--- src/rtl/emu_dt_pkg.sv ---
// Shared types and helpers for the emulator timestep arbiter.
// Mode and state enums are prefixed because both contain a HALT member.
package emu_dt_pkg;

  typedef logic [31:0] dt_t;

  typedef enum logic [1:0] {
    MODE_HALT = 2'd0,
    MODE_RUN  = 2'd1,
    MODE_STEP = 2'd2
  } emu_mode_e;

  typedef enum logic [1:0] {
    ST_HALT,
    ST_RUN,
    ST_STEP_ISSUE,
    ST_DONE
  } emu_state_e;

  // Index width that never collapses to zero bits for a single channel.
  function automatic int clog2_min1(input int n);
    return (n <= 1) ? 1 : $clog2(n);
  endfunction

endpackage

--- src/rtl/emu_dt_min_tree.sv ---
// Registered min/argmin reduction over the channel requests; one register per tree level.
// Disabled channels and power-of-two padding present DT_MAX so they never beat a real request.
module emu_dt_min_tree
  import emu_dt_pkg::*;
#(
  parameter int                   N_CH     = 4,
  parameter int                   DT_WIDTH = 32,
  parameter logic [DT_WIDTH-1:0]  DT_MAX   = '1
) (
  input  logic                               clk,
  input  logic                               rst_n,
  input  logic [N_CH-1:0][DT_WIDTH-1:0]      dt_req,
  input  logic [N_CH-1:0]                    ch_en,
  output logic [DT_WIDTH-1:0]                m,
  output logic [clog2_min1(N_CH)-1:0]        idx
);

  localparam int IW = clog2_min1(N_CH);
  localparam int LV = $clog2(N_CH);
  localparam int P  = 1 << LV;

  for (genvar gi = 0; gi <= LV; gi++) begin : g_lvl
    localparam int W = P >> gi;
    logic [DT_WIDTH-1:0] lvl_dt [W];
    logic [IW-1:0]       lvl_ix [W];

    if (gi == 0) begin : g_leaf
      for (genvar gj = 0; gj < W; gj++) begin : g_ch
        if (gj < N_CH) begin : g_real
          assign lvl_dt[gj] = ch_en[gj] ? dt_req[gj] : DT_MAX;
          assign lvl_ix[gj] = IW'(gj);
        end else begin : g_pad
          assign lvl_dt[gj] = DT_MAX;
          assign lvl_ix[gj] = '0;
        end
      end
    end else begin : g_node
      for (genvar gj = 0; gj < W; gj++) begin : g_pair
        logic [DT_WIDTH-1:0] dt_d, dt_q;
        logic [IW-1:0]       ix_d, ix_q;

        // Right operand must be strictly smaller to win, so ties go to the lower index.
        always_comb begin
          dt_d = g_lvl[gi-1].lvl_dt[2*gj];
          ix_d = g_lvl[gi-1].lvl_ix[2*gj];
          if (g_lvl[gi-1].lvl_dt[2*gj+1] < g_lvl[gi-1].lvl_dt[2*gj]) begin
            dt_d = g_lvl[gi-1].lvl_dt[2*gj+1];
            ix_d = g_lvl[gi-1].lvl_ix[2*gj+1];
          end
        end

        always_ff @(posedge clk or negedge rst_n) begin
          if (!rst_n) begin
            dt_q <= DT_MAX;
            ix_q <= '0;
          end else begin
            dt_q <= dt_d;
            ix_q <= ix_d;
          end
        end

        assign lvl_dt[gj] = dt_q;
        assign lvl_ix[gj] = ix_q;
      end
    end
  end

  // The top level registers m into dt_out, which completes the L-cycle latency.
  assign m   = g_lvl[LV].lvl_dt[0];
  assign idx = g_lvl[LV].lvl_ix[0];

endmodule

--- src/rtl/emu_dt_arbiter.sv ---
// Multi-channel timestep arbiter: min-reduces channel dt requests, issues dt under
// HALT/RUN/STEP control, accumulates emulated time and honours a stop-at-time limit.
module emu_dt_arbiter
  import emu_dt_pkg::*;
#(
  parameter int                   N_CH       = 4,
  parameter int                   DT_WIDTH   = 32,
  parameter int                   TIME_WIDTH = 64,
  parameter logic [DT_WIDTH-1:0]  DT_MAX     = '1
) (
  input  logic                               clk,
  input  logic                               rst_n,
  input  logic [N_CH-1:0][DT_WIDTH-1:0]      dt_req,
  input  logic [N_CH-1:0]                    ch_en,
  input  logic [1:0]                         mode,
  input  logic                               step,
  input  logic                               stop_en,
  input  logic [TIME_WIDTH-1:0]              stop_time,
  output logic [DT_WIDTH-1:0]                dt_out,
  output logic                               dt_valid,
  output logic [clog2_min1(N_CH)-1:0]        winner,
  output logic [TIME_WIDTH-1:0]              emu_time,
  output logic                               done
);

  localparam int IW = clog2_min1(N_CH);
  localparam int L  = $clog2(N_CH) + 1;
  localparam int FW = $clog2(L + 1);
  localparam logic [FW-1:0] FILL_MAX = FW'(L);

  logic [DT_WIDTH-1:0]   m;
  logic [IW-1:0]         idx;

  logic [FW-1:0]         fill_q, fill_d;
  emu_state_e            state_q, state_d;
  logic [DT_WIDTH-1:0]   dt_out_q, dt_out_d;
  logic [IW-1:0]         winner_q, winner_d;
  logic [TIME_WIDTH-1:0] emu_time_q, emu_time_d;
  logic                  done_q, done_d;
  logic                  step_q;

  logic                  primed;
  logic                  step_rise;
  logic                  issue_en;
  logic                  at_limit;
  logic                  limit_hit;
  logic [TIME_WIDTH:0]   time_sum;
  logic [TIME_WIDTH:0]   reach_sum;
  logic [DT_WIDTH-1:0]   room;
  logic [DT_WIDTH-1:0]   issue_dt;

  emu_dt_min_tree #(
    .N_CH     (N_CH),
    .DT_WIDTH (DT_WIDTH),
    .DT_MAX   (DT_MAX)
  ) u_tree (
    .clk    (clk),
    .rst_n  (rst_n),
    .dt_req (dt_req),
    .ch_en  (ch_en),
    .m      (m),
    .idx    (idx)
  );

  always_comb begin
    fill_d    = (fill_q == FILL_MAX) ? fill_q : fill_q + FW'(1);
    // dt_out registered this edge is the first meaningful one once fill reaches L.
    primed    = (fill_d == FILL_MAX);
    step_rise = step & ~step_q;

    time_sum   = {1'b0, emu_time_q} + {{(TIME_WIDTH + 1 - DT_WIDTH){1'b0}}, dt_out_q};
    emu_time_d = time_sum[TIME_WIDTH] ? '1 : time_sum[TIME_WIDTH-1:0];

    // The limit is judged against the time after the dt now on dt_out is applied.
    reach_sum = {1'b0, emu_time_d} + {{(TIME_WIDTH + 1 - DT_WIDTH){1'b0}}, m};
    at_limit  = (emu_time_d >= stop_time);
    limit_hit = stop_en && primed && (reach_sum >= {1'b0, stop_time});
    room      = DT_WIDTH'(stop_time - emu_time_d);
    issue_dt  = !limit_hit ? m : (at_limit ? '0 : room);

    state_d  = state_q;
    issue_en = 1'b0;
    case (state_q)
      ST_HALT: begin
        if (stop_en && primed && at_limit)                 state_d = ST_DONE;
        else if (mode == MODE_RUN)                         state_d = ST_RUN;
        else if (mode == MODE_STEP && step_rise)           state_d = ST_STEP_ISSUE;
      end
      ST_RUN: begin
        issue_en = 1'b1;
        if (limit_hit)                                     state_d = ST_DONE;
        else if (mode != MODE_RUN)                         state_d = ST_HALT;
      end
      ST_STEP_ISSUE: begin
        issue_en = 1'b1;
        state_d  = limit_hit ? ST_DONE : ST_HALT;
      end
      default: state_d = ST_DONE;
    endcase

    dt_out_d = (primed && issue_en) ? issue_dt : '0;
    winner_d = primed ? idx : '0;
    done_d   = done_q | (state_d == ST_DONE);
  end

  always_ff @(posedge clk or negedge rst_n) begin
    if (!rst_n) begin
      fill_q     <= '0;
      state_q    <= ST_HALT;
      dt_out_q   <= '0;
      winner_q   <= '0;
      emu_time_q <= '0;
      done_q     <= 1'b0;
      step_q     <= 1'b0;
    end else begin
      fill_q     <= fill_d;
      state_q    <= state_d;
      dt_out_q   <= dt_out_d;
      winner_q   <= winner_d;
      emu_time_q <= emu_time_d;
      done_q     <= done_d;
      step_q     <= step;
    end
  end

  assign dt_out   = dt_out_q;
  assign dt_valid = (fill_q == FILL_MAX);
  assign winner   = winner_q;
  assign emu_time = emu_time_q;
  assign done     = done_q;

endmodule

--- config.mk ---
export PLATFORM = sky130hd
export DESIGN_NAME = emu_dt_arbiter
export DESIGN_NICKNAME = d
export VERILOG_FILES = /design/src/rtl/emu_dt_pkg.sv /design/src/rtl/emu_dt_min_tree.sv /design/src/rtl/emu_dt_arbiter.sv
export SDC_FILE = /design/constraint.sdc
export NUM_CORES = 1
export LEC_CHECK = 0
export ABC_AREA = 1
export CAP_MARGIN = 20
export CORE_MARGIN = 1
export CORE_UTILIZATION = 40
export DETAILED_ROUTE_END_ITERATION = 12
export HOLD_SLACK_MARGIN = 0.15
export SLEW_MARGIN = 20
export SYNTH_ARGS = -nofsm -noshare
export SYNTH_HDL_FRONTEND = slang
export SYNTH_HIERARCHICAL = 1
export SYNTH_SLANG_ARGS = --single-unit
--- constraint.sdc ---
create_clock -name clk -period 11.9 [get_ports clk]
set_clock_uncertainty 0.05 [all_clocks]
set_input_delay 2.38 -clock clk [delete_from_list [all_inputs] [get_ports clk]]
set_output_delay 2.38 -clock clk [all_outputs]
set_load 0.1 [all_outputs]
### Yosys cells after proc, flatten, opt, wreduce, memory -nomap -nowiden

Index checks and enable logic that the tools add are counted.

* register bits after elaboration: 205
* bits of input ports: 202
* output and inout port bits: 100
* word-level logic and storage cells: 64

* $add $sub $neg: 4
* magnitude comparators: 5
* equality and inequality tests: 8
* muxes and demuxes: 24
* bitwise operators: 3
* reduce and logical (&&, ||, !) cells: 7

Operator list (number)
* 2-to-1 mux 32 bit: 10
* adder 64 x 32 -> 65 bit: 2
* < comparator 32 bit: 3
* >= comparator 65 x 64 -> 1 bit: 1
* >= comparator 64 bit: 1
* 2-to-1 mux 64 bit: 1
* subtractor 32 bit: 1
* 2-to-1 mux 2 bit: 9
* equality test 2 bit, second input constant: 5
* case mux 2 bit (3 select lines): 1
* logical AND 1 bit: 5
* equality test 2 x 1 -> 1 bit, second input constant: 2
* 2-to-1 mux 1 bit: 3
* adder 2 x 1 -> 2 bit, second input constant: 1
* logical NOT 2 bit: 1
* inequality test 2 x 1 -> 1 bit, second input constant: 1
* OR reduction 2 bit: 1
* bitwise AND 1 bit: 1
* inverter 1 bit: 1
* OR 1 bit: 1

### Logic depth before layout (Yosys ltp)

Gate-level depths: netlist (run 1).

* depth in word-level cells: 9
* mapped depth: 54
* gate-level depth less buffers: 52

### Hierarchy

The synthesis (run 1) kept the hierarchy.

By module, submodules not included
* emu_dt_arbiter: times used 1, cells each 2398, area each 15299.7 um^2, sequential area each 2602.5 um^2
* emu_dt_min_tree: times used 1, cells each 943, area each 7183.1 um^2, sequential area each 2647.5 um^2

### Worst setup path before layout (run 1)

OpenSTA, ideal clock, no wires.

* kind: reg-to-reg
* start point: register emu_time_q[0], in the netlist emu_time[0]
* end point: register dt_out_q[20], in the netlist dt_out[20]
* setup time: 0.119 ns
* arrival: 6.846 ns
* required time: 11.731 ns
* slack: 4.885 ns
* stages on the path, launching flop included: 50
* clock period less this slack: 7.015 ns
* cell sequence: dfrtp_1 ha_1 fa_1 nand3_1 nand3_2 nand2_1 nand2_2 nand2_2 nand2_2 nand2_4 nand2_8 nand2_8 buf_6 inv_1 clkbuf_1 nor2_1 inv_1 ha_1 (+14 left out) or2_2 nor2_1 nand2_1 nand2_1 nor2_1 nand2_1 nand2_1 nand2_1 nand2_1 nand2_1 nand2_1 nand2_1 a21oi_1 nand2_2 nand2_4 buf_2 a21oi_1 nor2_1

* longest elaborated chain between the ends: 7

Ends and longest elaborated chain
* start, declared: line emu_dt_arbiter.sv:38 `logic [TIME_WIDTH-1:0] emu_time_q, emu_time_d;`
* start signal, assigned: line emu_dt_arbiter.sv:120 `emu_time_q <= emu_time_d;`
* adder 64 x 32 -> 65 bit (*): line emu_dt_arbiter.sv:71 `time_sum = {1'b0, emu_time_q} + {{(TIME_WIDTH + 1 - DT_WIDTH){1'b0}}, dt_out_q};`
* 2-to-1 mux 64 bit (*): line emu_dt_arbiter.sv:72 `emu_time_d = time_sum[TIME_WIDTH] ? '1 : time_sum[TIME_WIDTH-1:0];`
* net emu_time_d[0]: line emu_dt_arbiter.sv:38
* adder 64 x 32 -> 65 bit: line emu_dt_arbiter.sv:75 `reach_sum = {1'b0, emu_time_d} + {{(TIME_WIDTH + 1 - DT_WIDTH){1'b0}}, m};`
* >= comparator 65 x 64 -> 1 bit: line emu_dt_arbiter.sv:77 `limit_hit = stop_en && primed && (reach_sum >= {1'b0, stop_time});`
* logical AND 1 bit: line emu_dt_arbiter.sv:77
* 2-to-1 mux 32 bit (*): line emu_dt_arbiter.sv:79 `issue_dt = !limit_hit ? m : (at_limit ? '0 : room);`
* 2-to-1 mux 32 bit (*): line emu_dt_arbiter.sv:101 `dt_out_d = (primed && issue_en) ? issue_dt : '0;`
* net dt_out_d[20]: line emu_dt_arbiter.sv:36 `logic [DT_WIDTH-1:0] dt_out_q, dt_out_d;`
* end signal, assigned: line emu_dt_arbiter.sv:118 `dt_out_q <= dt_out_d;`
* end, declared: line emu_dt_arbiter.sv:36

Mark *: on every way through the listed nets, which the timed path passes. The rest lies on a longest branch.

### Worst setup path in the final report (run 1)

* start point: register dt_out_q[0], in the netlist dt_out[0]
* end point: register dt_out_q[31], in the netlist dt_out[31]

* longest elaborated chain between the ends: 7

Ends and longest elaborated chain (line)
* adder 64 x 32 -> 65 bit (*): emu_dt_arbiter.sv:71
* 2-to-1 mux 64 bit (*): emu_dt_arbiter.sv:72
* net emu_time_d[18]: emu_dt_arbiter.sv:38
* adder 64 x 32 -> 65 bit: emu_dt_arbiter.sv:75
* >= comparator 65 x 64 -> 1 bit: emu_dt_arbiter.sv:77
* logical AND 1 bit: emu_dt_arbiter.sv:77
* 2-to-1 mux 32 bit (*): emu_dt_arbiter.sv:79
* 2-to-1 mux 32 bit (*): emu_dt_arbiter.sv:101
* net dt_out_d[31]: emu_dt_arbiter.sv:36

Marks and branches as above.

==> results.json, run 1 <==
{
  "seq_area_um2": 5250,
  "wl_met3_um": 4673,
  "gp_congestion": 1.012,
  "crit_path_top_delay_cell": "ha_1",
  "ios": 302,
  "totalWireLength_um": 77700,
  "clk_latency_ns": 0.56,
  "layout_common_cells": "nand2_1, inv_1, nor2_1, ha_1, clkdlybuf4s50_1",
  "grt_overflow": 0,
  "timing.slew.headroom_pct": 26.42,
  "async_flop_share_pct": 100.0,
  "initial_core_util_pct": 40.65,
  "wl_per_cell_um": 17.70,
  "max_stage_delay_ns": 0.43,
  "synth_area_leaders": "ha_1, nand2_1, dfrtp_1",
  "wl_met1_um": 36940,
  "fp.dieH_um": 239.1,
  "setup_violations": 0,
  "rrSetupSlack_ns": 3.53,
  "syn_area_per_cell_um2": 6.729,
  "fill_cells": 5687,
  "vias_per_cell": 5.002,
  "drive_above_1_share_pct": 8.734,
  "final_hold_viol_count": 0,
  "cp_max_fo": 36,
  "ys_ff_latch": 205,
  "core_region_area_um2": 55310,
  "cts_tree": "built",
  "hold_end": "u_tree/m[11]",
  "grt_first_pass_wirelength_um": 120200,
  "grt_max_degree": 93,
  "synth_cell_types": 59,
  "fin_crit_ns": 8.373,
  "cp_common_cell": "nand2_1",
  "grt_use_total_pct": 27.22,
  "path_delay_family": "simple AND/OR/NAND/NOR gates",
  "highest_layer": "met4",
  "timing.final.crit_share_pct": 70.36,
  "drtIter0Drc": 1552,
  "h-tree-depth": 1,
  "synth_cells": 3341,
  "worst_pin_slew_ns": 1.100,
  "min_from": "u_tree/g_lvl[1].g_node.g_pair[0].dt_q[11]",
  "ant_nets": 0,
  "hold_path_depth": 2,
  "netlist_area_um2": 22480,
  "clk_transition_reported_paths_ns": 0.07,
  "cp-start-kind": "flip-flop",
  "die-area_um2": 57160,
  "timing.rr.start": "dt_out[0]",
  "fmax_mhz": 119.4,
  "synth_top_area_share_pct": 17.81,
  "final_common_cell": "nand2_1",
  "max_cap_violations": 0,
  "n_antenna_cell": 0,
  "cts_setup_buffers": 0,
  "worstPathArrival_ns": 8.81,
  "outcome": "finished clean",
  "utilization_pct": 48.91,
  "crit_buf_inv": 5,
  "syn_nets": 3866,
  "drtPass1Iterations": 5,
  "crit_type": "flip-flop to flip-flop",
  "synth_ff_type": "dfrtp_1",
  "wl_met2_um": 34010,
  "rows": 86,
  "synth-edff-count": 0,
  "cts_root_buffer": "clkbuf_16",
  "cts_buffers": 25,
  "clock_path_buffers": 3,
  "required_ns": 12.33,
  "grt_pass1_vias": 21120,
  "endpoint_kind": "flip-flop",
  "min_path_type": "flip-flop to flip-flop",
  "antenna_found_initial": 1,
  "clock-sinks": 205,
  "rsz0062_at_grt": "false",
  "drc": 0,
  "cts_hold_buffers": 0,
  "multiInputGateArea_um2": 14900,
  "vias": 21960,
  "drv_slew": 0,
  "nets": 4147,
  "ys_seq_area_share_pct": 23.35,
  "reg2reg_depth": 46,
  "cts_resized": 0,
  "die_w_um": 239.1,
  "port_buffers": 301,
  "ys_warn_count": 6,
  "hpwlAfterDp_um": 66440,
  "r2r_end": "dt_out[31]",
  "syn_to_final_growth_pct": 20.31,
  "yosys.area.top_type": "ha_1",
  "setup_tns_ns": 0
}
[registers in the layout (all words and copies together), names as in the netlist]
signal                           flops
winner                               2
state_q                              2
u_tree/g_lvl.g_node.g_pair.dt_q     64
u_tree/idx                           2
u_tree/m                            32
fill_q                               2
done                                 1
u_tree/g_lvl.g_node.g_pair.ix_q      3
step_q                               1
emu_time                            64
dt_out                              32
[worst reg2reg max path: cells and delay by family (launching register included)]
family                   cells  cell delay [ns]
XOR/XNOR                     1             0.11
AO/OA/AOI/OAI                5             1.08
flip-flops                   1             0.39
AND/OR/NAND/NOR             31             4.33
adder cells (fa/ha/maj)      4             1.39
buffers and inverters        5             0.99
[metrics by stage]
stage | setup WS, ns | area (um^2) | instances | hold slack [ns]
after global routing | 2.808 | 27050 | 4389 | 0.4134
after floorplan | 4.885 | 22480 | 3341 | 0.3626
after global placement | 3.817 | 26160 | 4343 | 0.3816
after detailed placement | 3.636 | 26160 | 4343 | 0.3905
after CTS | 3.617 | 27050 | 4389 | 0.3965
final | 3.527 | 27050 | 4389 | 0.3956
[worst max path at each step]
stage / startpoint / to / cells past startpoint / slack, ns
final: dt_out[0] / dt_out[31] / 46 / 3.53
after global routing: dt_out[0] / dt_out[31] / 46 / 2.81
after CTS: dt_out[0] / dt_out[31] / 46 / 3.62
after detailed placement: dt_out[0] / dt_out[31] / 46 / 3.64
after global placement: dt_out[0] / dt_out[31] / 46 / 3.82
after floorplan: emu_time[0] / dt_out[20] / 49 / 4.89
[kinds of logic (layout without fill, tap and decap cells)]
family / Yosys count / after routing / synth area share [%]
buffers and inverters: 583 / 883 / 10.40
other: 1 / 1 / 0.01668
AO/OA/AOI/OAI: 391 / 391 / 9.683
XOR/XNOR: 114 / 114 / 4.441
adder cells (fa/ha/maj): 323 / 323 / 18.08
flip-flops: 205 / 205 / 23.35
AND/OR/NAND/NOR: 1724 / 1724 / 34.04
[layer usage]
metal / track usage, % / vias up
met5: 0 / -
met4: 7.595 / 0
met3: 2.564 / 85
met2: 43.66 / 668
met1: 38.69 / 9960
li1: - / 11240
[Yosys cell counts, types with 5 or more instances]
master and instances:
dfrtp_1 109, nor3_2 6, or2_2 66, o21ai_0 69, a31oi_1 7, a211oi_1 6, nor2_4 6, nor4_1 7
inv_2 10, buf_2 18, nand2_2 18, clkbuf_1 22, buf_4 6, nor3_1 30, nand3b_1 5, ha_1 320
nor2_1 382, buf_6 8, nor2_2 9, o21bai_1 9, xnor2_1 51, nand2_4 6, nand3_2 18, o21a_1 15
o21ai_1 34, inv_1 513, a21oi_1 213, o221ai_1 5, o211ai_1 9, dfstp_2 96, nand2_1 887, xor2_1 63
nand3_1 212, nand4_1 51, nand3_4 12
[area by class of cell]
cell class                 count  share of cell area (%)
timing repair buffer         311                   11.43
tap                          748                   3.460
clock buffer                  32                   2.752
sequential                   205                   19.41
clock inverter                14                  0.5458
multi-input combinational   2553                   55.08
inverter                     526                   7.318
Power of run 1 is not shown: default switching activity piles up to over one toggle a cycle in this logic, so the estimate is an artifact.
==> run 2: changes to the inputs <==
- clock period: 11.9 -> 8.67 ns (I/O delays scaled with it)
==> run 2 against run 1 <==
Die area unchanged. First-iteration DRC count decreased by 3.7%. Non-clock buffer count increased by 3. Count of clock-buffer cells in the layout decreased by 3. Worst setup slack got worse by 2.9 ns. Cell count is the same. Utilization about the same. Sequential share of layout area about the same. Flip-flop and latch count stayed put.
==> results.json, run 2 (synthesis gave the netlist of run 1 again) <==
{
  "cts_buffers": 24,
  "rows": 86,
  "timing.slew.headroom_pct": 25.66,
  "antenna_found_initial": 2,
  "final_hold_viol_count": 0,
  "cp_max_fo": 36,
  "cp_common_cell": "nand2_1",
  "grt_first_pass_wirelength_um": 121700,
  "min_path_type": "flip-flop to flip-flop",
  "wl_per_cell_um": 17.80,
  "timing.final.crit_share_pct": 92.39,
  "drtIter0Drc": 1494,
  "required_ns": 9.07,
  "syn_to_final_growth_pct": 20.43,
  "layout_setup_ws_ns": 0.6598,
  "hpwlAfterDp_um": 67230,
  "totalWireLength_um": 78110,
  "ios": 302,
  "layout_common_cells": "nand2_1, inv_1, nor2_1, ha_1, clkdlybuf4s50_1",
  "initial_core_util_pct": 40.65,
  "grt_overflow": 0,
  "nets": 4149,
  "clock_path_buffers": 3,
  "crit_buf_inv": 5,
  "endpoint_kind": "flip-flop",
  "dp_slack_ns": 0.6630,
  "setup_tns_ns": 0,
  "fin_crit_ns": 8.010,
  "clk_latency_ns": 0.55,
  "final_common_cell": "nand2_1",
  "fp.dieH_um": 239.1,
  "grt_pass1_vias": 21270,
  "worstPathArrival_ns": 8.41,
  "clk_transition_reported_paths_ns": 0.06,
  "path_delay_family": "simple AND/OR/NAND/NOR gates",
  "n_antenna_cell": 0,
  "drtPass1Iterations": 5,
  "outcome": "finished clean",
  "setup_violations": 0,
  "grt_max_degree": 100,
  "cts_root_buffer": "clkbuf_16",
  "drv_slew": 0,
  "grt_use_total_pct": 27.58,
  "port_buffers": 301,
  "cts_tree": "built",
  "clock-sinks": 205,
  "cp-start-kind": "flip-flop",
  "gp_congestion": 0.9848,
  "vias": 22050,
  "die-area_um2": 57160,
  "die_w_um": 239.1,
  "crit_path_top_delay_cell": "dfrtp_1",
  "rsz0062_at_grt": "false",
  "h-tree-depth": 1,
  "ant_nets": 0,
  "core_region_area_um2": 55310,
  "drive_above_1_share_pct": 8.679,
  "max_cap_violations": 0,
  "vias_per_cell": 5.024,
  "max_stage_delay_ns": 0.41,
  "drc": 0,
  "worst_pin_slew_ns": 1.112,
  "crit_type": "flip-flop to flip-flop",
  "fmax_mhz": 124.8
}
## run 2: changes by cell type in the layout (fill, tap and decap cells not counted), sizes merged
cell and delta:
buf +3, bufinv +3, clkbuf -3, inv -3
## run 2: final timing paths
check	startpoint	endpoint	slack [ns]	cells past startpoint
hold / removal	u_tree/idx[0]	winner[0]	0.40	2
hold reg to reg	u_tree/idx[0]	winner[0]	0.40	2
max in group asynchronous	rst_n	emu_time[35]	6.07	2
min in group asynchronous	rst_n	dt_out[1]	1.25	1
setup / recovery	emu_time[0]	dt_out[5]	0.66	48
setup reg to reg	emu_time[0]	dt_out[5]	0.66	48
## run 2: cell type report
type	count	area, um^2
Sequential cell	205	5250
Tap cell	748	935.9
Inverter	526	1991
Multi-Input combinational cell	2553	14920
Clock inverter	14	209.0
Clock buffer	29	660.6
Fill cell	5760	28230
Timing Repair Buffer	314	3114
## run 2: through the flow
| step | util (%) | std cells | instance area (um^2) | hold WS [ns] |
|---|---|---|---|---|
| final | 48.95 | 4389 | 27080 | 0.3990 |
| after CTS | 48.86 | 4386 | 27030 | 0.4002 |
| after detailed placement | 47.29 | 4343 | 26160 | 0.3785 |
| after global routing | 48.95 | 4389 | 27080 | 0.4286 |
| after global placement | 47.29 | 4343 | 26160 | 0.3852 |
| after floorplan | - | 3341 | 22480 | 0.3626 |
## run 2: routing by layer
layer	track usage, %	share of wire, %	vias up
met2	44.85	45	646
met5	0	0	-
li1	-	-	11270
met1	38.50	47	10060
met3	3.510	5.9	76
met4	6.721	2.3	0
## run 2: worst reg2reg max path: cells and delay by family, from the launching register on
kind,cells,cell delay [ns]
AOI/OAI and AO/OA,8,1.93
DFF,1,0.41
and+or+nand+nor,29,3.16
buffers and inverters,5,0.96
xor gates and xnor gates,1,0.10
adders and majority gates,5,1.38
## run 2: what timing repair did
action                                  4_1_cts  5_1_grt
buffers inserted                              0        3
hold buffers                                  0        0
resized for setup                             0        6
endpoints found under the setup margin        0       32
Power of run 2 is left out for the same reason.
==> run 3: changes to the inputs <==
- CORE_MARGIN: 1 -> not set
- SYNTH_HIERARCHICAL: 1 -> not set
==> run 3 against run 2 <==
Non-clock buffer count is 1 higher. Cell area is 3.3% lower. Count of clock-buffer cells in the layout is 5 higher. Global-route usage is 0.32 points lower. Die area is 3.9% lower. First-iteration DRC count is 19% higher. Fmax is 4.5% higher. Cell count is 3.5% lower. Synthesized cell count is 3.1% lower. Hold slack worse by 0.0064 ns. Via count is 4.1% lower. Utilization is 0.45 points higher.
==> results.json, run 3 <==
{
  "wl_per_cell_um": 17.62,
  "timing.slew.headroom_pct": 26.88,
  "synth_cell_types": 61,
  "cts_tree": "built",
  "async_flop_share_pct": 100.0,
  "grt_overflow": 0,
  "max_cap_violations": 0,
  "drive_above_1_share_pct": 6.654,
  "r2r_end": "dt_out[5]",
  "timing.rr.start": "dt_out[0]",
  "setup_tns_ns": 0,
  "cts_setup_buffers": 0,
  "layout_common_cells": "nand2_1, inv_1, nor2_1, ha_1, clkdlybuf4s50_1",
  "port_buffers": 301,
  "whs_ns": 0.3926,
  "synth_cells": 3238,
  "drc": 0,
  "antenna_found_initial": 4,
  "drtPass1Iterations": 5,
  "synth_area_leaders": "ha_1, nand2_1, dfrtp_1",
  "grt_first_pass_wirelength_um": 115100,
  "fmax_mhz": 130.5,
  "cp_common_cell": "nand2_1",
  "syn_to_final_growth_pct": 21.12,
  "synth_xor_xnor_area_share_pct": 4.175,
  "synth-adder-area-share_pct": 18.81,
  "worstPathArrival_ns": 8.03,
  "yosys.area.top_type": "ha_1",
  "initial_core_util_pct": 40.79,
  "syn_nets": 3763,
  "cts_hold_buffers": 0,
  "final_hold_viol_count": 0,
  "synth_top_area_share_pct": 18.53,
  "setup_violations": 0,
  "synth.top_cells.by_count": "nand2_1, inv_1, nor2_1, ha_1, a21oi_1",
  "clk_latency_ns": 0.56,
  "grtUsageMet3_pct": 3.149,
  "fin_crit_ns": 7.665,
  "ys_ff_latch": 205,
  "crit_path_top_delay_cell": "o21ai_0",
  "cts_resized": 0,
  "vias": 21150,
  "cts_buffers": 25,
  "ant_nets": 0,
  "synth-edff-count": 0,
  "ys_seq_area_share_pct": 24.30,
  "drtIter0Drc": 1772,
  "syn_area_per_cell_um2": 6.673,
  "yosysMostFrequentCell": "nand2_1",
  "global_route.usage.met1_pct": 38.94,
  "rsz0062_at_grt": "false",
  "worst_pin_slew_ns": 1.093,
  "h-tree-depth": 1,
  "clock_path_buffers": 3,
  "cts_root_buffer": "clkbuf_16",
  "final_common_cell": "nand2_1",
  "vias_per_cell": 4.995,
  "fp.dieH_um": 234.4,
  "ys_warn_count": 0,
  "die-area_um2": 54960,
  "timing.final.crit_share_pct": 88.41,
  "totalWireLength_um": 74620,
  "core_region_area_um2": 52970,
  "endpoint_kind": "flip-flop",
  "rows": 84,
  "outcome": "finished clean",
  "setup.worst_path.start": "dt_out[0]",
  "nets": 4053,
  "drv_slew": 0,
  "rrSetupSlack_ns": 1.00,
  "clock-sinks": 205,
  "endpoint": "dt_out[5]",
  "cp_max_fo": 34,
  "grt_max_degree": 75,
  "grt_busiest_layer": "met2",
  "n_antenna_cell": 0,
  "reg2reg_depth": 48,
  "netlist_area_um2": 21610,
  "min_path_type": "flip-flop to flip-flop",
  "grt_use_total_pct": 27.26,
  "synth_top_family_by_area": "simple AND/OR/NAND/NOR gates",
  "fill_cells": 5499,
  "crit_type": "flip-flop to flip-flop",
  "hpwlAfterDp_um": 63730,
  "max_stage_delay_ns": 0.49,
  "synth_compound_area_share_pct": 12.65,
  "synth.mux.area_fraction_pct": 0.05211,
  "grt_pass1_vias": 20450,
  "synth-simple-area-share_pct": 29.42,
  "required_ns": 9.03,
  "synth_ff_type": "dfrtp_1",
  "grtUsageMet2_pct": 43.65,
  "gp_congestion": 1.020,
  "clk_transition_reported_paths_ns": 0.06,
  "cp-start-kind": "flip-flop",
  "ios": 302,
  "die_w_um": 234.4
}
run 3: cell families (layout without fill, tap and decap cells):
group | after synthesis | after routing
adders and majority gates | 323 | 323
AOI/OAI and AO/OA | 501 | 501
muxes | 1 | 1
xor gates and xnor gates | 103 | 103
other | 1 | 1
buffers and inverters | 596 | 905
DFF | 205 | 205
and+or+nand+nor | 1508 | 1508
run 3: worst max-delay path: cells and delay by family, from the launching register on:
family | cells | cell delay [ns]
and+or+nand+nor | 29 | 3.07
AOI/OAI and AO/OA | 9 | 1.89
adders and majority gates | 4 | 1.27
buffers and inverters | 5 | 0.65
DFF | 1 | 0.38
xor gates and xnor gates | 1 | 0.18
run 3: area by class of cell:
cell class / instances / area, um^2 / share of cell area, %
repair buffers: 315 / 3122 / 11.93
clock inverters: 12 / 108.9 / 0.4159
multi-input cells: 2437 / 14070 / 53.77
well taps: 688 / 860.8 / 3.289
flip-flops and latches: 205 / 5250 / 20.06
clock buffers: 34 / 709.4 / 2.711
inverters: 544 / 2047 / 7.821
run 3: worst min path at each step:
stage / startpoint / depth (start not counted) / slack [ns] / to
floorplan: u_tree.idx[0] / 2 / 0.36 / winner[0]
global route: u_tree.idx[0] / 2 / 0.43 / winner[0]
finish: u_tree.idx[1] / 2 / 0.39 / winner[1]
detailed placement: u_tree.idx[1] / 2 / 0.38 / winner[1]
global placement: u_tree.idx[1] / 2 / 0.38 / winner[1]
CTS: u_tree.idx[1] / 2 / 0.40 / winner[1]
run 3: routing by layer:
metal	up-vias	wire [um]
met5	-	36
met4	6	1681
met3	90	4461
met2	649	32560
met1	9411	35880
li1	11000	-
run 3: through the flow:
stage,cell area (um^2),util [%],setup WS (ns),std cells
2_1_floorplan,21610,-,1.618,3238
3_3_place_gp,25350,47.86,1.258,4189
3_5_place_dp,25350,47.86,1.014,4189
4_1_cts,26170,49.41,0.9777,4235
5_1_grt,26170,49.41,0.3227,4235
6_report,26170,49.41,1.005,4235
Power of run 3 is left out for the same reason.
